## src/rtl/i2c_bus_arbiter.sv

```systemverilog
// i2c_bus_arbiter
//   Shares one I2C bus (SCL/SDA open-drain pad drives) among N requesters.
//   A free bus is granted round-robin to one requester. The owner's SCL/SDA
//   drives pass straight through to the pad. After the owner lets go, the bus
//   must read back idle (both lines high) for GuardCycles consecutive cycles
//   before the next grant. An owner that holds the bus for TimeoutCycles is
//   revoked and kept out of arbitration until it drops its request.
//
// Ports
//   ipClk          sole clock, rising edge
//   ipReset        asynchronous active-high reset
//   ipRequest[N]   per-client request, held high for the whole transaction
//   opGrant[N]     per-client grant, one-hot or zero (registered)
//   ipClientSClk   per-client SCL drive (0 = pull low, 1 = release)
//   ipClientData   per-client SDA drive (0 = pull low, 1 = release)
//   opI2C_SClk     SCL drive to pad (owner's drive while granted, else 1)
//   opI2C_Data     SDA drive to pad (owner's drive while granted, else 1)
//   ipI2C_SClk     SCL pad readback
//   ipI2C_Data     SDA pad readback
//   opBusy         high while a grant is active or the guard interval runs
//   opTimeout      one-cycle pulse when an ownership is revoked
module i2c_bus_arbiter #(
  parameter int N             = 4,
  parameter int GuardCycles   = 64,
  parameter int TimeoutCycles = 1000000
) (
  input  logic         ipClk,
  input  logic         ipReset,
  input  logic [N-1:0] ipRequest,
  output logic [N-1:0] opGrant,
  input  logic [N-1:0] ipClientSClk,
  input  logic [N-1:0] ipClientData,
  output logic         opI2C_SClk,
  output logic         opI2C_Data,
  input  logic         ipI2C_SClk,
  input  logic         ipI2C_Data,
  output logic         opBusy,
  output logic         opTimeout
);

  localparam int IdxW   = (N > 1) ? $clog2(N) : 1;
  localparam int GuardW = $clog2(GuardCycles + 1);
  localparam int OwnW   = (TimeoutCycles > 0) ? $clog2(TimeoutCycles + 1) : 1;

  typedef enum logic [1:0] {
    IDLE    = 2'd0,
    GRANTED = 2'd1,
    GUARD   = 2'd2
  } state_t;

  state_t              state_r;
  logic [IdxW-1:0]     ptr_r;         // current owner while granted, else last owner
  logic [N-1:0]        mask_r;        // clients barred after a timeout
  logic [GuardW-1:0]   guardCount_r;
  logic [OwnW-1:0]     ownCount_r;

  logic [N-1:0]        eligible_s;
  logic [IdxW:0]       pick_s;        // {found, index}
  logic                ownerReq_s;
  logic                busIdle_s;
  logic [GuardW-1:0]   guardNext_s;
  logic [OwnW-1:0]     ownNext_s;
  logic                timeoutHit_s;
  logic [N-1:0]        maskKeep_s;
  logic [N-1:0]        ownerOneHot_s;

  // Round-robin search starting just after 'last'. Walking the candidates
  // from farthest to nearest and overwriting leaves the nearest match.
  function automatic logic [IdxW:0] pickNext(input logic [N-1:0] eligible,
                                             input logic [IdxW-1:0] last);
    logic [IdxW:0]   result;
    logic [IdxW-1:0] candIdx;
    int              cand;
    result = '0;
    for (int k = N; k >= 1; k--) begin
      cand    = (int'(last) + k) % N;
      candIdx = cand[IdxW-1:0];
      result  = eligible[candIdx] ? {1'b1, candIdx} : result;
    end
    return result;
  endfunction

  function automatic logic [N-1:0] toOneHot(input logic [IdxW-1:0] idx);
    logic [N-1:0] v;
    v      = '0;
    v[idx] = 1'b1;
    return v;
  endfunction

  assign eligible_s    = ipRequest & ~mask_r;
  assign pick_s        = pickNext(eligible_s, ptr_r);
  assign ownerReq_s    = ipRequest[ptr_r];
  assign busIdle_s     = ipI2C_SClk & ipI2C_Data;
  assign ownerOneHot_s = toOneHot(ptr_r);
  // A barred client is released as soon as its request is seen low.
  assign maskKeep_s    = mask_r & ipRequest;

  // Both counters saturate at their limit instead of wrapping.
  assign guardNext_s  = (guardCount_r >= GuardW'(GuardCycles)) ? guardCount_r
                                                               : guardCount_r + GuardW'(1);
  assign ownNext_s    = (ownCount_r >= OwnW'(TimeoutCycles)) ? ownCount_r
                                                             : ownCount_r + OwnW'(1);
  assign timeoutHit_s = (TimeoutCycles > 0) && (ownNext_s == OwnW'(TimeoutCycles));

  // Pad drive follows the owner only while granted; otherwise both lines released.
  always_comb begin
    opI2C_SClk = 1'b1;
    opI2C_Data = 1'b1;
    if (state_r == GRANTED) begin
      opI2C_SClk = ipClientSClk[ptr_r];
      opI2C_Data = ipClientData[ptr_r];
    end else begin
      opI2C_SClk = 1'b1;
      opI2C_Data = 1'b1;
    end
  end

  // Arbitration FSM with registered grant, busy and timeout outputs.
  always_ff @(posedge ipClk or posedge ipReset) begin
    if (ipReset) begin
      state_r      <= IDLE;
      opGrant      <= '0;
      opBusy       <= 1'b0;
      opTimeout    <= 1'b0;
      guardCount_r <= '0;
      ownCount_r   <= '0;
      mask_r       <= '0;
      ptr_r        <= IdxW'(N - 1);  // search then starts at client 0
    end else begin
      opTimeout <= 1'b0;
      mask_r    <= maskKeep_s;
      case (state_r)
        IDLE: begin
          if (pick_s[IdxW]) begin
            state_r    <= GRANTED;
            ptr_r      <= pick_s[IdxW-1:0];
            opGrant    <= toOneHot(pick_s[IdxW-1:0]);
            opBusy     <= 1'b1;
            ownCount_r <= '0;
          end else begin
            opBusy <= 1'b0;
          end
        end
        GRANTED: begin
          // A request drop wins over a coincident timeout: normal release.
          if (!ownerReq_s) begin
            state_r      <= GUARD;
            opGrant      <= '0;
            guardCount_r <= '0;
          end else if (timeoutHit_s) begin
            state_r      <= GUARD;
            opGrant      <= '0;
            opTimeout    <= 1'b1;
            mask_r       <= maskKeep_s | ownerOneHot_s;
            guardCount_r <= '0;
          end else begin
            ownCount_r <= ownNext_s;
          end
        end
        GUARD: begin
          // Any low line on the readback restarts the idle run.
          if (busIdle_s) begin
            if (guardNext_s == GuardW'(GuardCycles)) begin
              state_r      <= IDLE;
              opBusy       <= 1'b0;
              guardCount_r <= '0;
            end else begin
              guardCount_r <= guardNext_s;
            end
          end else begin
            guardCount_r <= '0;
          end
        end
        default: begin
          state_r <= IDLE;
          opGrant <= '0;
          opBusy  <= 1'b0;
        end
      endcase
    end
  end

endmodule

```

## config.mk

```make
export PLATFORM = sky130hd
export DESIGN_NAME = i2c_bus_arbiter
export DESIGN_NICKNAME = d
export VERILOG_FILES = /design/src/rtl/i2c_bus_arbiter.sv
export SDC_FILE = /design/constraint.sdc
export NUM_CORES = 1
export LEC_CHECK = 0
export CAP_MARGIN = 15
export CELL_PAD_IN_SITES_DETAIL_PLACEMENT = 1
export CELL_PAD_IN_SITES_GLOBAL_PLACEMENT = 1
export CORE_MARGIN = 2
export CORE_UTILIZATION = 30
export CTS_BUF_LIST = sky130_fd_sc_hd__clkbuf_4 sky130_fd_sc_hd__clkbuf_8
export CTS_CLUSTER_SIZE = 20
export DETAILED_ROUTE_END_ITERATION = 7
export GPL_ROUTABILITY_DRIVEN = 0
export GPL_TIMING_DRIVEN = 0
export PLACE_DENSITY = 0.61
export SKIP_LAST_GASP = 1
export SYNTH_ARGS = -nofsm -noshare
export SYNTH_HDL_FRONTEND = slang
export SYNTH_SLANG_ARGS = --single-unit
```

## constraint.sdc

```tcl
create_clock -name ipClk -period 8.05 [get_ports ipClk]
set_input_delay 1.61 -clock ipClk [delete_from_list [all_inputs] [get_ports ipClk]]
set_output_delay 1.61 -clock ipClk [all_outputs]
set_load 0.01 [all_outputs]
```

==> flow_results.org, run 1 <==
** Outcome
- Outcome :: finished, final reports clean

** Drt
- In the final routed layout, each cell accounts on average for 18.1 microns.
- The first detailed-routing pass took 4 iterations.
- Summing over every cut layer, the via total after detailed routing is 2949.
- DR vias/cell :: approximately 5.5
- After the first detailed-routing iteration, the DRC count stood at 107.
- Final ANT Viol Nets :: 0
- Post-detailed-route DRC marker count :: 0
- Summed over all layers, the routed wires come to 9.64 mm.

** Logic synthesis
- The cell count after synthesis came out at 367.
- Of the post-synthesis cell area, the dominant cell type holds 0.318.
- Count of distinct cell types in the synthesized netlist :: 62
- After synthesis the netlist holds a flip-flop and latch count of 41.
- Number of synthesized flops with an enable pin :: 0
- Commonest register cell after synthesis :: sky130_fd_sc_hd__dfrtp_1
- Sorting the synthesized cells by how often they occur yields 41 x sky130_fd_sc_hd__nor2_1, 39 x sky130_fd_sc_hd__dfrtp_1, 33 x sky130_fd_sc_hd__nand2_1.
- Most repeated cell in the gate-level netlist after synthesis :: sky130_fd_sc_hd__nor2_1
- In this run the cell area of the synthesized design comes to 3060 sq um.
- Per-instance average area after synthesis :: ~8.3 sq um
- Top post-synthesis cells by area :: sky130_fd_sc_hd__dfrtp_1 32%, sky130_fd_sc_hd__nor2_1 5.0%, sky130_fd_sc_hd__nand2_1 4.0%, sky130_fd_sc_hd__nand3_1 3.6%, sky130_fd_sc_hd__ha_1 3.3%
- For this run, the register share of the synthesized area comes to 0.336.
- In the synthesized netlist the async set-or-reset flop fraction comes to 1.00.
- The Yosys step of the flow raised 0 warnings.
- Net count after synthesis :: 391
- Library cell occupying the most area in the post-synthesis netlist :: sky130_fd_sc_hd__dfrtp_1

** Clock tree
- Post-CTS Resized :: 0
- CTS saw slightly above 40 sinks.
- At the later pin of the worst-skew pair, clock insertion delay measures 0.31 ns.
- CTS H-tree depth :: 2
- CTS placed an instance of sky130_fd_sc_hd__clkbuf_8 at the clock tree root.
- Number of buffers between clock root and the deepest sink :: 2
- After clock tree synthesis, the clock-pin slew on the worst setup and hold paths is 0.09 ns.
- TritonCTS built the clock tree.
- The number of hold buffers added after CTS was 0.
- In this run the post-CTS setup repair buffer count came out at 0.
- In this run, CTS created clock tree buffers numbering 5.

** Floorplanning
- 24 I/O pins were placed.
- Measured along the x axis, the die boundary spans 105 microns.
- In this run the standard cell core region covers 9860 sq um.
- Measured along the y axis, the die boundary spans approximately 110 microns.
- DIE AREA :: between 10000 and 15000 sq um
- In this run the core area contains 36 standard-cell rows.
- Starting Density :: 0.311

** Setup path
- The critical path is of the in -> out type.
- Path depth of the worst reg2reg path :: 10
- The worst setup path is captured at an output port.
- Critical Path Start Type :: primary input
- Required time of the critical path :: 6.44 ns
- Register-to-Register Setup Slack :: 4.52 ns
- Worst endpoint data arrival time :: 3.14 ns
- The critical path ends at opI2C_SClk.
- Origin of the critical flop-to-flop path :: ownCount_r[2]
- In this run the critical register-to-register path is captured at opGrant[0].
- Source of the critical timing path :: ipClientSClk[3]
- Of all nets on the critical path, the largest fanout is 1.

** Placed design
- In this run, placement finished with an instance count of 524.
- Number of port buffers :: 23
- DPL Wire Length :: 7.21 mm

** Finish
- Of the cells placed in the final design, the portion with a size suffix greater than 1 is 0.0852.
- Final cell utilization of the core :: 0.365
- Fill cells :: 1180
- Area grow syn2layout :: 17.4%
- Summing all multi-input logic gate instances after layout gives around 1900 sq um.
- The finished layout holds 532 standard cells, fillers aside.
- Antenna Diode Count :: 0
- Storage cell area :: 1030 sq um
- For this run, the post-layout net count is 422.

** Power and ir drop
- Summed over all cells, the static leakage comes to 0.00147 uW.
- Summed over all nets, the switching power comes to 431 uW.
- Combinational share of power :: 0.502
- Internal Dissipation :: 509 uW
- Cell area power density :: 261 nW/um^2
- IR analysis of the VDD net gives a maximum drop of approximately 0.14 mV.
- Clk pwr share :: 0.192
- Sequential cell fraction of total power :: 0.306
- Of the total power, the share spent switching nets is 0.458.

** Timing
- For the pin with the worst max-slew slack, the measured transition is 0.946 ns.
- The count of endpoints failing hold in the final timing report came to 0.
- Measured against its own limit, the worst slew margin works out to 0.365.
- Setup violations remaining at the end of the flow were counted as 0.
- Minimum clock period after layout :: 4.75 ns
- Across all hold checks on the routed design, the worst slack comes to just over 0.5 ns.
- Fmax achieved :: 210 MHz
- Setup clock skew after layout :: 0.0130 ns
- Sum Neg Setup Slack :: 0 ns
- Dividing the final minimum period by the clock period gives 0.590.
- Unrepaired setup endpoints after global routing :: false
- The final count of pins violating max slew is 0.

** Global routing
- Pin count of the biggest net entering global routing :: 27
- Global routing finished with a remaining overflow of 0.
- The number of antenna violations at the first check in global routing was 0.
- In the global route stage, overall resource usage came out at 0.180.
- Vias in the first global route :: 3026
- The first global-routing pass estimated 16.0 mm of wire.

** Min path
- Hold Path Class :: reg -> reg

** Job
- Max-cap violation count :: 0
## flip-flops by register name, summed over array words and instances (netlist names)
name and cells:
opBusy 1, ptr_r 2, opTimeout 1, guardCount_r 7, ownCount_r 20, opGrant 4
mask_r 4, state_r 2
## power by group through the flow
| stage | sequential, uW | combinational [uW] | clock [uW] |
|---|---|---|---|
| final | 288 | 472 | 180 |
| after global routing | 295 | 524 | 194 |
| after CTS | 288 | 476 | 187 |
| after detailed placement | 292 | 474 | 0 |
| after global placement | 290 | 467 | 0 |
| after floorplan | 282 | 311 | 0 |
## cell type report
class                      count  share of cell area
buffer                        17              0.0212
clock buffer                   6              0.0212
clock inverter                 2              0.0108
inverter                      20              0.0209
multi-input combinational    289               0.524
sequential                    41               0.286
tap                          133              0.0463
timing repair buffer          24              0.0696
## critical path, cell delays in order
cell and delay, ns:
sky130_fd_sc_hd__clkdlybuf4s50_1 0.40, sky130_fd_sc_hd__mux4_2 0.45, sky130_fd_sc_hd__nand2b_1 0.16, sky130_fd_sc_hd__clkdlybuf4s50_1 0.52
## cells by family (layout without fill, tap and decap cells)
logic type / after synthesis / after routing / share of synthesized area
simple gates: 163 / 163 / 0.272
flops: 41 / 41 / 0.336
fa+ha+maj: 8 / 8 / 0.0327
compound gates: 96 / 96 / 0.231
buf+inv: 37 / 69 / 0.0494
mux: 15 / 15 / 0.0600
xor+xnor: 7 / 7 / 0.0200
## through the flow
| step | instance area (sq um) | power [uW] | setup slack [ns] |
|---|---|---|---|
| CTS | 3600 | 951 | 3.28 |
| floorplan | 3060 | 593 | 4.21 |
| detailed placement | 3480 | 766 | 3.29 |
| global route | 3600 | 1010 | 3.27 |
| global placement | 3460 | 757 | 3.33 |
| finish | 3600 | 940 | 3.30 |
## routing by layer
layer  global-route usage  routed length [microns]  vias to the layer above
met5                    0                        0                        -
met2                0.301                     4630                       27
met1                0.246                     4700                     1497
met3               0.0250                      175                        8
li1                     -                        -                     1417
met4               0.0400                      133                        0
## placed cells by master (no fill, tap or decap), types with 3 or more instances in the layout
cell type	Yosys	final
sky130_fd_sc_hd__a211o_1	3	3
sky130_fd_sc_hd__a21o_1	9	9
sky130_fd_sc_hd__a21oi_1	10	10
sky130_fd_sc_hd__a22o_1	6	6
sky130_fd_sc_hd__a31oi_1	10	10
sky130_fd_sc_hd__and3_1	6	6
sky130_fd_sc_hd__clkbuf_1	14	14
sky130_fd_sc_hd__clkbuf_8	0	5
sky130_fd_sc_hd__clkdlybuf4s50_1	0	23
sky130_fd_sc_hd__dfrtp_1	39	39
sky130_fd_sc_hd__ha_1	8	8
sky130_fd_sc_hd__inv_1	19	18
sky130_fd_sc_hd__mux2_2	5	5
sky130_fd_sc_hd__mux2i_1	6	6
sky130_fd_sc_hd__nand2_1	33	33
sky130_fd_sc_hd__nand2b_1	8	8
sky130_fd_sc_hd__nand3_1	22	22
sky130_fd_sc_hd__nand4_1	7	7
sky130_fd_sc_hd__nor2_1	41	41
sky130_fd_sc_hd__nor2b_1	6	6
sky130_fd_sc_hd__nor3_1	13	13
sky130_fd_sc_hd__nor4_1	3	3
sky130_fd_sc_hd__o211ai_1	5	5
sky130_fd_sc_hd__o21a_1	5	5
sky130_fd_sc_hd__o21ai_0	9	9
sky130_fd_sc_hd__o21ai_1	7	7
sky130_fd_sc_hd__o2bb2ai_1	4	4
sky130_fd_sc_hd__o31ai_1	8	8
sky130_fd_sc_hd__or2_2	3	3
sky130_fd_sc_hd__or3_1	9	9
sky130_fd_sc_hd__xnor2_1	5	5
## how the worst min path moves through the flow
stage,from,end,depth (start not counted)
after CTS,opGrant[0],opGrant[0],1
after global routing,opGrant[0],opGrant[0],1
after global placement,opGrant[0],opGrant[0],1
final,opGrant[0],opGrant[0],1
after floorplan,mask_r[0],mask_r[0],1
after detailed placement,opGrant[0],opGrant[0],1
Note: power is estimated with default switching activity, not from simulation.
==> run 2, diff against run 1 <==
==> constraint.sdc (replaced) <==
create_clock -name ipClk -period 4.44 [get_ports ipClk]
set_input_delay 0.888 -clock ipClk [delete_from_list [all_inputs] [get_ports ipClk]]
set_output_delay 0.888 -clock ipClk [all_outputs]
set_load 0.01 [all_outputs]
==> results of run 2 <==
The final DEF is identical to that of run 1. Status: finished, final reports clean.
Main changes from that run: setup slack after placement 3.29 ns -> 0.782 ns; setup slack after layout 3.30 ns -> 0.914 ns; start point of the critical path ipClientSClk[3] -> ownCount_r[2]; end point of the critical path opI2C_SClk -> opGrant[0]; register-to-register setup slack 4.52 ns -> 0.91 ns; total power 940 uW -> 1700 uW; worst IR drop on VDD 0.139 mV -> 0.252 mV
==> run 3, diff against run 2 <==
==> constraint.sdc (replaced) <==
create_clock -name ipClk -period 3.4 [get_ports ipClk]
set_input_delay 0.68 -clock ipClk [delete_from_list [all_inputs] [get_ports ipClk]]
set_output_delay 0.68 -clock ipClk [all_outputs]
set_load 0.01 [all_outputs]
==> run 3 against run 2 <==
Against the previous run: clock-buffer cell count unchanged; routed wire length decreased by 0.16%; core utilization increased by 0.53 points; flip-flop and latch count unchanged; final cell count decreased by 0.38%; critical path depth decreased by 6; hold slack about the same; global-route usage about the same; non-clock buffer count decreased by 2; sequential share of layout area decreased by 0.41 points; combinational power increased by 31%; largest power group unchanged.
==> flow_results.org, run 3 (synthesis results as in run 1) <==
** Power and ir drop
- Across the VDD grid, the largest voltage drop is 0.329 mV.
- The analysis attributes to cell leakage a power of roughly 0.0015 uW.
- Dividing total power by cell area gives a power density of 615 nW/um^2.

** Timing
- Period utilisation layout :: 0.961
- The clock arrives with approximately 0.013 ns of skew.
- The worst path needs 3.27 ns of the cycle, external delays included.
- Setup violators final :: 0
- Sum Neg Setup Slack :: 0 ns
- Derived from the worst setup path, the maximum achievable clock frequency is 306 MHz.
- Max-slew violation total from the final report :: 0
- For the pin with the worst max-slew slack, the measured transition is ~0.77 ns.
- The tightest hold path in the finished design has a slack of 0.504 ns.
- Headroom to the max-slew limit came out at 0.486.
- Number of endpoints with negative hold slack in the final report :: 0
- Across all setup checks in the final design, the least slack found is 0.132 ns.

** Setup path
- Grouping stages by cell kind, the critical path spends the most delay in buffers and inverters.
- In this run the critical register-to-register path is launched from ownCount_r[6].
- Path depth of the worst reg2reg path :: 10
- Required time of the critical path :: 2.72 ns
- Crit Reg-Reg Endpoint :: guardCount_r[3]
- The most critical setup path has its startpoint at ptr_r[0].
- The worst setup path is captured at an output port.
- The number of buffers and inverters on the critical path is 2.
- Critical Path End :: opI2C_SClk
- Critical-path cell with the highest stage delay :: sky130_fd_sc_hd__dfstp_2
- Slowest stage delay, CP :: around 0.57 ns
- Critical Path Start Type :: flop
- Number of logic stages on the critical path including buffering :: 4
- The critical path goes through clkbuf_1 -> mux4_2 -> nand2b_1 -> clkdlybuf4s50_1.
- Kind of critical path :: reg -> out
- Register-to-Register Setup Slack :: 0.13 ns
- For the worst setup path, the data arrival time is 2.59 ns.
- Largest fanout of any net on the critical path :: 10

** Placed design
- In this run, placement finished with an instance count of 524.
- Number of port buffers :: 23
- OpenSTA, run right after detailed placement, puts the worst setup slack at -0.0817 ns.
- The wire-length estimate of the detail-placed layout is approximately 7 mm.

** Finish
- Most frequent standard cell in the layout excluding fill and tap cells :: sky130_fd_sc_hd__nor2_1
- Count of non-filler cells in the finished layout :: 530
- Share of post-route cells with drive strength above 1 :: 0.111
- Fill cells :: 1170
- Area grow syn2layout :: 19.1%
- Most frequent cells in the layout :: 40 x sky130_fd_sc_hd__nor2_1, 39 x sky130_fd_sc_hd__dfrtp_1, 33 x sky130_fd_sc_hd__nand2_1, 23 x sky130_fd_sc_hd__clkdlybuf4s50_1, 22 x sky130_fd_sc_hd__nand3_1
- Ranked by flip-flop count, first place goes to ownCount_r.
- Registers take just over 1000 sq um.
- The largest registers in the layout are ownCount_r (20), guardCount_r (7).
- Number of flip-flops in the largest register :: 20
- Antenna Diode Count :: 0
- In the final design database the tool counted 420 nets.
- The multi-input combinational cells in the finished layout cover a total of between 1500 and 2000 sq um.
- Once layout is complete, the utilization of the core stands at 0.370.

** Drt
- The routed design has 9.62 mm of wire.
- Iteration count of the initial detailed-routing pass :: 4
- Initial drt markers :: 114
- The detail route stage leaves a number of antenna-violating nets equal to 0.
- Via count :: 2946
- Per-cell routed wire length :: 18.2 microns
- For this run, design rule violations remaining after detail routing come to 0.
- In the routed layout, each cell is associated on average with a via count of 5.56.

** Global routing
- Global-route wire length before repair :: 16.0 mm
- In the global route stage, overall resource usage came out at 0.180.
- Number of antenna violations at the first check in global routing :: 0
- Pin count of the biggest net entering global routing :: 27
- Global route total overflow :: 0
- The via count of the first global-routing pass came to a little over 3000.

** Clock tree
- Clock-pin slew was measured on the worst setup and hold paths at 0.09 ns.
- CTS saw 41 sinks.
- In this run, post-CTS hold repair placed 0 buffers.
- The tree is rooted in a sky130_fd_sc_hd__clkbuf_8.
- The clock passes through at most 2 buffers.
- Worst-skew pair later-pin latency :: 0.31 ns
- The H-tree was split into 2 levels.
- TritonCTS Buffers :: 5
- CTS tree :: done

** Floorplanning
- After floorplanning, the core was divided into 36 placement rows.
- The initial utilization of the core area, before any placement, comes to 0.311.
- The floorplan step set the die width to 105 microns.
- DIE AREA :: 11000 sq um
- The core region is between 9000 and 10000 sq um.
- 24 I/O pins were placed.
- From bottom edge to top edge, the die measures 105 microns.

** Job
- Max-cap violation count :: 0

** Min path
- Hold Path Class :: reg -> reg

** Outcome
- The flow ran to the end, and the final reports show no timing, DRC or antenna violations.
-- run 3: changes by cell type in the layout (fill, tap and decap cells not counted), sizes merged --
| cell | delta |
|---|---|
| clkbuf | -3 |
| buf | +1 |
-- run 3: how the worst min path moves through the flow --
| stage | start | endpoint | slack [ns] | cells after the start |
|---|---|---|---|---|
| 2_1_floorplan | mask_r[0] | mask_r[0] | 0.47 | 1 |
| 3_3_place_gp | opGrant[0] | opGrant[0] | 0.48 | 1 |
| 3_5_place_dp | opGrant[0] | opGrant[0] | 0.49 | 1 |
| 4_1_cts | opGrant[0] | opGrant[0] | 0.52 | 1 |
| 5_1_grt | opGrant[0] | opGrant[0] | 0.54 | 1 |
| 6_report | opGrant[0] | opGrant[0] | 0.50 | 1 |
-- run 3: repair_timing --
item | CTS | global route
gates resized for setup | 4 | 9
pin swaps | 1 | 3
hold endpoints to repair | 0 | 0
setup endpoints to repair | 13 | 24
buffers inserted | 0 | 1
-- run 3: layout make-up --
class	count	share of cell area
Timing Repair Buffer	25	0.0706
Sequential cell	41	0.282
Clock inverter	2	0.0106
Tap cell	133	0.0456
Inverter	20	0.0206
Multi-Input combinational cell	289	0.531
Clock buffer	6	0.0209
Buffer	14	0.0185
-- run 3: per-stage QoR --
| step | power (uW) | cell area (sq um) |
|---|---|---|
| after CTS | 2250 | 3610 |
| after global placement | 1790 | 3460 |
| after detailed placement | 1810 | 3480 |
| final | 2240 | 3650 |
| after floorplan | 1410 | 3060 |
| after global routing | 2410 | 3650 |
-- run 3: report_power, final --
| group | switching [uW] | leakage, uW | internal, uW |
|---|---|---|---|
| registers | 117 | 0.000555 | 577 |
| clock network | 202 | 0.0000588 | 229 |
| logic | 713 | 0.000864 | 406 |
-- run 3: routing by layer --
metal	global-route usage	vias to the layer above	wire length [microns]
met4	0.0400	0	82
li1	-	1412	-
met3	0.0268	6	208
met1	0.243	1499	4650
met2	0.303	29	4680
met5	0	-	0
